<file path="config.mk">
export PLATFORM = sky130hd
export DESIGN_NAME = ser_rx_ctrl_flat
export DESIGN_NICKNAME = d
export VERILOG_FILES = /design/src/rtl/ser_rx_ctrl_if.sv /design/src/rtl/ser_rx_ctrl.sv /design/src/flat_wrapper.sv
export SDC_FILE = /design/constraint.sdc
export NUM_CORES = 1
export LEC_CHECK = 0
export CORE_AREA = 8 8 45 47
export DETAILED_ROUTE_END_ITERATION = 8
export DIE_AREA = 0 0 53 55
export DONT_BUFFER_PORTS = 1
export GPL_TIMING_DRIVEN = 0
export MAX_ROUTING_LAYER = met4
export PLACE_DENSITY = 0.54
export SYNTH_ARGS = -nofsm -noshare
export SYNTH_HDL_FRONTEND = slang
export SYNTH_SLANG_ARGS = --single-unit
</file>
<file path="constraint.sdc">
create_clock -name clk -period 1.4 [get_ports clk]
set_input_delay 0.42 -clock clk [delete_from_list [all_inputs] [get_ports clk]]
set_output_delay 0.42 -clock clk [all_outputs]
set_load 0.03 [all_outputs]
</file>
<file path="src/rtl/ser_rx_ctrl_if.sv">
// Signal bundle between the serial receive controller, its shift/counter
// datapath and the byte consumer.
interface ser_rx_ctrl_if #(
  parameter int CNT_W = 8
);
  logic             serin;
  logic             co;
  logic             ack;
  logic             init_sh;
  logic             ld;
  logic             en_sh;
  logic             en_cnt;
  logic             valid;
  logic             frame_err;
  logic             busy;
  logic [CNT_W-1:0] rx_count;

  modport master (
    input  serin, co, ack,
    output init_sh, ld, en_sh, en_cnt, valid, frame_err, busy, rx_count
  );

  modport slave (
    output serin, co, ack,
    input  init_sh, ld, en_sh, en_cnt, valid, frame_err, busy, rx_count
  );
endinterface

</file>
<file path="src/rtl/ser_rx_ctrl.sv">
// Receive-side control FSM: start-bit detect, 8 LSB-first shifts paced by the
// datapath carry-out, stop-bit check, valid/ack byte hand-off and frame count.
module ser_rx_ctrl #(
  parameter int CNT_W = 8
) (
  input  logic           clk,
  input  logic           rst_sh,
  ser_rx_ctrl_if.master  bus
);

  typedef enum logic [1:0] {
    IDLE  = 2'b00,
    SHIFT = 2'b01,
    STOP  = 2'b10,
    DONE  = 2'b11
  } state_t;

  state_t           state_r;
  state_t           state_nxt_s;
  logic             frame_err_r;
  logic             frame_err_nxt_s;
  logic [CNT_W-1:0] count_r;
  logic             count_inc_s;
  logic             init_sh_s;
  logic             ld_s;
  logic             en_sh_s;
  logic             en_cnt_s;
  logic             valid_s;

  // State register
  always_ff @(posedge clk or posedge rst_sh) begin
    if (rst_sh) begin
      state_r <= IDLE;
    end else begin
      state_r <= state_nxt_s;
    end
  end

  // Next-state and control decode; start-bit strobes are held off during reset
  always_comb begin
    state_nxt_s     = state_r;
    init_sh_s       = 1'b0;
    ld_s            = 1'b0;
    en_sh_s         = 1'b0;
    en_cnt_s        = 1'b0;
    valid_s         = 1'b0;
    count_inc_s     = 1'b0;
    frame_err_nxt_s = 1'b0;
    case (state_r)
      IDLE: begin
        if (!bus.serin && !rst_sh) begin
          init_sh_s   = 1'b1;
          ld_s        = 1'b1;
          state_nxt_s = SHIFT;
        end else begin
          state_nxt_s = IDLE;
        end
      end
      SHIFT: begin
        en_sh_s  = 1'b1;
        en_cnt_s = 1'b1;
        if (bus.co) begin
          state_nxt_s = STOP;
        end else begin
          state_nxt_s = SHIFT;
        end
      end
      STOP: begin
        if (bus.serin) begin
          count_inc_s = 1'b1;
          state_nxt_s = DONE;
        end else begin
          frame_err_nxt_s = 1'b1;
          state_nxt_s     = IDLE;
        end
      end
      DONE: begin
        // Datapath controls stay low so the shifter holds the byte
        valid_s = 1'b1;
        if (bus.ack) begin
          state_nxt_s = IDLE;
        end else begin
          state_nxt_s = DONE;
        end
      end
      default: begin
        state_nxt_s = IDLE;
      end
    endcase
  end

  // Frame-error pulse and good-frame counter
  always_ff @(posedge clk or posedge rst_sh) begin
    if (rst_sh) begin
      frame_err_r <= 1'b0;
      count_r     <= '0;
    end else begin
      frame_err_r <= frame_err_nxt_s;
      if (count_inc_s) begin
        count_r <= count_r + CNT_W'(1);
      end else begin
        count_r <= count_r;
      end
    end
  end

  assign bus.init_sh   = init_sh_s;
  assign bus.ld        = ld_s;
  assign bus.en_sh     = en_sh_s;
  assign bus.en_cnt    = en_cnt_s;
  assign bus.valid     = valid_s;
  assign bus.frame_err = frame_err_r;
  assign bus.busy      = (state_r != IDLE);
  assign bus.rx_count  = count_r;

endmodule

</file>
<file path="src/flat_wrapper.sv">
// flat-port wrapper written by rule: the top's interface ports become plain ports
module ser_rx_ctrl_flat 
#(
  parameter int CNT_W = 8
)
  (clk, rst_sh, bus_serin, bus_co, bus_ack, bus_init_sh, bus_ld, bus_en_sh, bus_en_cnt, bus_valid, bus_frame_err, bus_busy, bus_rx_count);
  ser_rx_ctrl_if #(.CNT_W(CNT_W)) bus_i ();
  input  logic clk;
  input  logic rst_sh;
  input wire logic [$bits(bus_i.serin)-1:0] bus_serin;
  input wire logic [$bits(bus_i.co)-1:0] bus_co;
  input wire logic [$bits(bus_i.ack)-1:0] bus_ack;
  output wire logic [$bits(bus_i.init_sh)-1:0] bus_init_sh;
  output wire logic [$bits(bus_i.ld)-1:0] bus_ld;
  output wire logic [$bits(bus_i.en_sh)-1:0] bus_en_sh;
  output wire logic [$bits(bus_i.en_cnt)-1:0] bus_en_cnt;
  output wire logic [$bits(bus_i.valid)-1:0] bus_valid;
  output wire logic [$bits(bus_i.frame_err)-1:0] bus_frame_err;
  output wire logic [$bits(bus_i.busy)-1:0] bus_busy;
  output wire logic [$bits(bus_i.rx_count)-1:0] bus_rx_count;
  assign bus_i.serin = bus_serin;
  assign bus_i.co = bus_co;
  assign bus_i.ack = bus_ack;
  assign bus_init_sh = bus_i.init_sh;
  assign bus_ld = bus_i.ld;
  assign bus_en_sh = bus_i.en_sh;
  assign bus_en_cnt = bus_i.en_cnt;
  assign bus_valid = bus_i.valid;
  assign bus_frame_err = bus_i.frame_err;
  assign bus_busy = bus_i.busy;
  assign bus_rx_count = bus_i.rx_count;
  ser_rx_ctrl #(.CNT_W(CNT_W)) u_core (.clk(clk), .rst_sh(rst_sh), .bus(bus_i));
endmodule
</file>
# ---- Word-level counts from Yosys, hierarchy flattened
# Cells that the tools add are included.
dict set report word_totals {
  regBits 11
  inputBits 5
  output_inout_bits 15
}
dict set report classes {
  add_sub_neg 1
  eq_ne 3
  mux 13
  reduce_logical 5
}
# cell n
set op_table {}
lappend op_table {{$mux 1} 9}
lappend op_table {{$add 8x1->8 const B} 1}
lappend op_table {{$pmux 2 s4} 1}
lappend op_table {{$mux 2} 3}
lappend op_table {{$eq 2x2->1 const B} 2}
lappend op_table {{$eq 2x1->1 const B} 1}
lappend op_table {{$logic_not 1->1} 2}
lappend op_table {{$logic_not 2->1} 1}
lappend op_table {{$reduce_bool 2->1} 1}
lappend op_table {{$logic_and 1x1->1} 1}

# ---- Longest topological paths before layout
dict set report depth {
  word_depth 4
  depth_mapped 4
}

# ---- Least setup slack after synthesis
# Ideal clock, no wire load.
dict set report synth_path {
  path_type {reg2out}
  startpoint {reg u_core.state_r[0]}
  endpoint {out bus_ld}
  t_arrival_ns 1.821
  required_time_ns 0.980
  slack_ns -0.841
  stages_incl_launch_ff 4
  n_path_buf 1
  path_cell_list {dfrtp_1 or2_2 nor3_1 buf_4}
}
dict set report synth_via {
  elab_chain_cells 2
}
# item line_no
set synth_lines {}
lappend synth_lines {{start, declared} ser_rx_ctrl.sv:18} ;# state_t state_r;
lappend synth_lines {{start signal, assigned} ser_rx_ctrl.sv:35} ;# state_r <= state_nxt_s;
lappend synth_lines {{$logic_not 2->1} --}
lappend synth_lines {{$mux 1} --}
lappend synth_lines {{end, declared} flat_wrapper.sv:14} ;# output wire logic [$bits(bus_i.ld)-1:0] bus_ld;
# No other way between the ends.

# ---- Worst setup path in the final report
# Ends and elaborated chain as after synthesis.

==> flow_summary_export.csv <==
group,metric,value,unit
run_status,status,"complete, but fails checks",
run_status,violations,"negative setup slack",
sta,min_period_over_period,139,%
grt,grt_pass1_vias,429,
sta,finalHoldViolations,0,
cts,clk_pin_slew,0.06,ns
routing,ant_nets,0,
cts,cts_tree,"yes",
cts,max-clock-path-buffers,2,
layout,drive_gt1_share,30.9,%
setup_path,r2r_end,"u_core.bus.rx_count[1]",
sta,grt_setup_unrepaired,"true",
routing,route.detailed.drc,0,
cts,htreeDepth,1,
worst_hold_path,worst_hold_path_type,"in2async",
power,p_per_area,2270,nW/µm²
placement,routabilityCongestion,0.678,
placement,io_buffer_count,0,
grt,grt_pass1_wl,1.98,mm
synthesis,synth_edf_count,0,
grt,gr-usage-all-layers,9.72,%
synthesis,synthesis.nets,53,
synthesis,synth_common_cells,"dfrtp_1 (11), xnor2_1 (6), nand2_1 (4), nand4_1 (4)",
placement,dp.cells,63,
cts,cts-root-buf,"clkbuf_4",
layout,finalNetCount,62,
synthesis,yosysWarnings,0,
power,vdd_drop_max,1110,µV
floorplanning,ios,20,
setup_path,required,0.98,ns
floorplanning,coreArea,1380,µm²
layout,syn2layout_area_growth,22.4,%
synthesis,syn_inst,47,
synthesis,synth_cell_types,20,
setup_path,r2r_slack,-0.06,ns
cts,ctsHoldBuffers,0,
placement,dp_hpwl,877,µm
sta,setup_viol,7,
setup_path,reg2regPathDepth,6,
synthesis,syn_avg_cell_area,11.2,µm²
cts,cts.sinks,11,
floorplanning,die_h,55,µm
floorplanning,dieArea,2920,µm²
floorplanning,die_w,53,µm
sta,period_minus_slack,1.95,ns
setup_path,r2r-start,"u_core.state_r[1]",
synthesis,synth_top_area_cell,"dfrtp_1",
sta,slew_headroom,71.9,%
synthesis,synthFlopType,"dfrtp_1",
setup_path,crit_chain,"or2_4 > nor3_4 > buf_6",
sta,finalSetupTns,-1.74,ns
routing,firstDrtPassIters,3,
synthesis,synth_top_area_share,52.5,%
routing,routed_wl,1.17,mm
floorplanning,rows,14,
routing,vias_per_cell,5.20,
routing,drt_first_iter_violations,7,
placement,post_dp_cell_area,562,µm²
layout,postLayoutCellArea,642,µm²
synthesis,synthTopCellsByArea,"dfrtp_1 (53%), xnor2_1 (10%), nand4_1 (4.8%)",
synthesis,post-synth-top-count-cell,"dfrtp_1",
sta,worstMarginPinSlew,0.421,ns
synthesis,yosysSeqAreaShare,52.5,%
routing,dr_total_vias,369,
synthesis,synth.cell_area,524,µm²
setup_path,cp-end-kind,"output port",
job,cap_viol_max_count,0,
sta,fmax,0.513,GHz
setup_path,crit_path_start_kind,"flop",
cts,cts_buffers,3,
synthesis,synth_seq_cells,11,
setup_path,slowest_delay,0.43,ns
power,total_leakage_power,0.000303,µW
setup_path,arrival,1.53,ns
layout,antennaDiodeCount,0,
grt,grt_max_degree,12,
setup_path,crit_path_max_fanout,4,
floorplanning,initial_core_util,37.9,%
power,power,1460,µW
layout,post-route-util,46.4,%
setup_path,crit_slowest_cell,"dfrtp_2",
sta,fin_ws,-0.549,ns
grt,antenna_found_initial,0,
routing,wire_per_inst,16.5,µm
layout,final_cell_count_no_fill,71,
cts,clk_latency,0.25,ns
setup_path,path_class,"reg2out",
setup_path,critPathLaunch,"u_core.state_r[0]",
sta,drv_slew,0,
synthesis,synth-async-reset-ratio,100,%
grt,grt_overflow_total,0,
sta,finClkSkew,0.00105,ns
## kinds of logic after synthesis
family	share of synthesized area, %
buffers and inverters	6.44
flip-flops	52.5
AND/OR/NAND/NOR	21.2
adder cells (fa/ha/maj)	2.39
multiplexers	2.86
XOR/XNOR	11.7
AO/OA/AOI/OAI	2.86
## worst max-delay path: cells and delay by family (launching register included)
family,cells,cell delay [ns]
and+or+nand+nor,2,0.65
buffers and inverters,1,0.19
DFF,1,0.43
## sequential cells by signal, summed over array words and instances (netlist names)
register              cells
u_core.bus.rx_count       8
u_core.state_r            2
u_core.bus.frame_err      1
## through the flow
| step | setup slack (ns) | hold slack (ns) |
|---|---|---|
| 2_1_floorplan | -0.293 | 0.272 |
| 3_3_place_gp | -0.339 | 0.314 |
| 3_5_place_dp | -0.364 | 0.335 |
| 4_1_cts | -0.567 | 0.0476 |
| 5_1_grt | -0.616 | 0.0483 |
| 6_report | -0.549 | 0.0400 |
## repair_timing
item / CTS / global route
setup buffers: 2 / 2
pin swaps: 3 / 2
resized for setup: 5 / 4
setup endpoints to repair: 6 / 8
## area by class of cell
type | count | area [µm²]
buffer | 3 | 33.8
clock buffer | 4 | 26.3
fill | 138 | 742
inverter | 2 | 7.51
multi-input combinational | 31 | 239
sequential | 11 | 278
tap | 16 | 20.0
timing repair buffer | 4 | 37.5
## power by group
part	switching (µW)	total [µW]	internal, µW
clock network	93.4	203	110
logic	338	640	302
registers	210	614	404
total	642	1460	816
## worst max-delay path by stage
stage	end	slack, ns	cells after the start
final	bus_ld	-0.55	3
after detailed placement	bus_en_sh	-0.36	2
after global routing	bus_ld	-0.62	3
after global placement	bus_ld	-0.34	3
after floorplan	bus_ld	-0.29	3
after CTS	bus_ld	-0.57	3
## cells in the final DEF, fill, tap and decap left out
cell type and instances:
a21oi_1 1, and2_4 1, and2b_1 1, and3_1 2, and3b_1 1, buf_4 2
buf_6 5, clkbuf_1 1, clkbuf_4 3, dfrtp_1 9, dfrtp_2 2, ha_1 1
inv_1 2, mux2_4 1, nand2_1 4, nand4_1 4, nor2b_1 1, nor2b_4 1
nor3_1 1, nor3_4 1, nor3b_1 1, o21ai_0 2, or2_4 1, xnor2_1 6
xor2_1 1
## per-layer routing
layer	wire length (µm)	track usage [%]	up-vias	share of wire, %
li1	-	-	172	-
met1	404	8.41	181	35
met2	625	16.4	14	53
met3	133	6.42	2	11
met4	5	3.88	0	0.43
met5	0	-	-	0
Note: power is estimated with default switching activity, not from simulation.
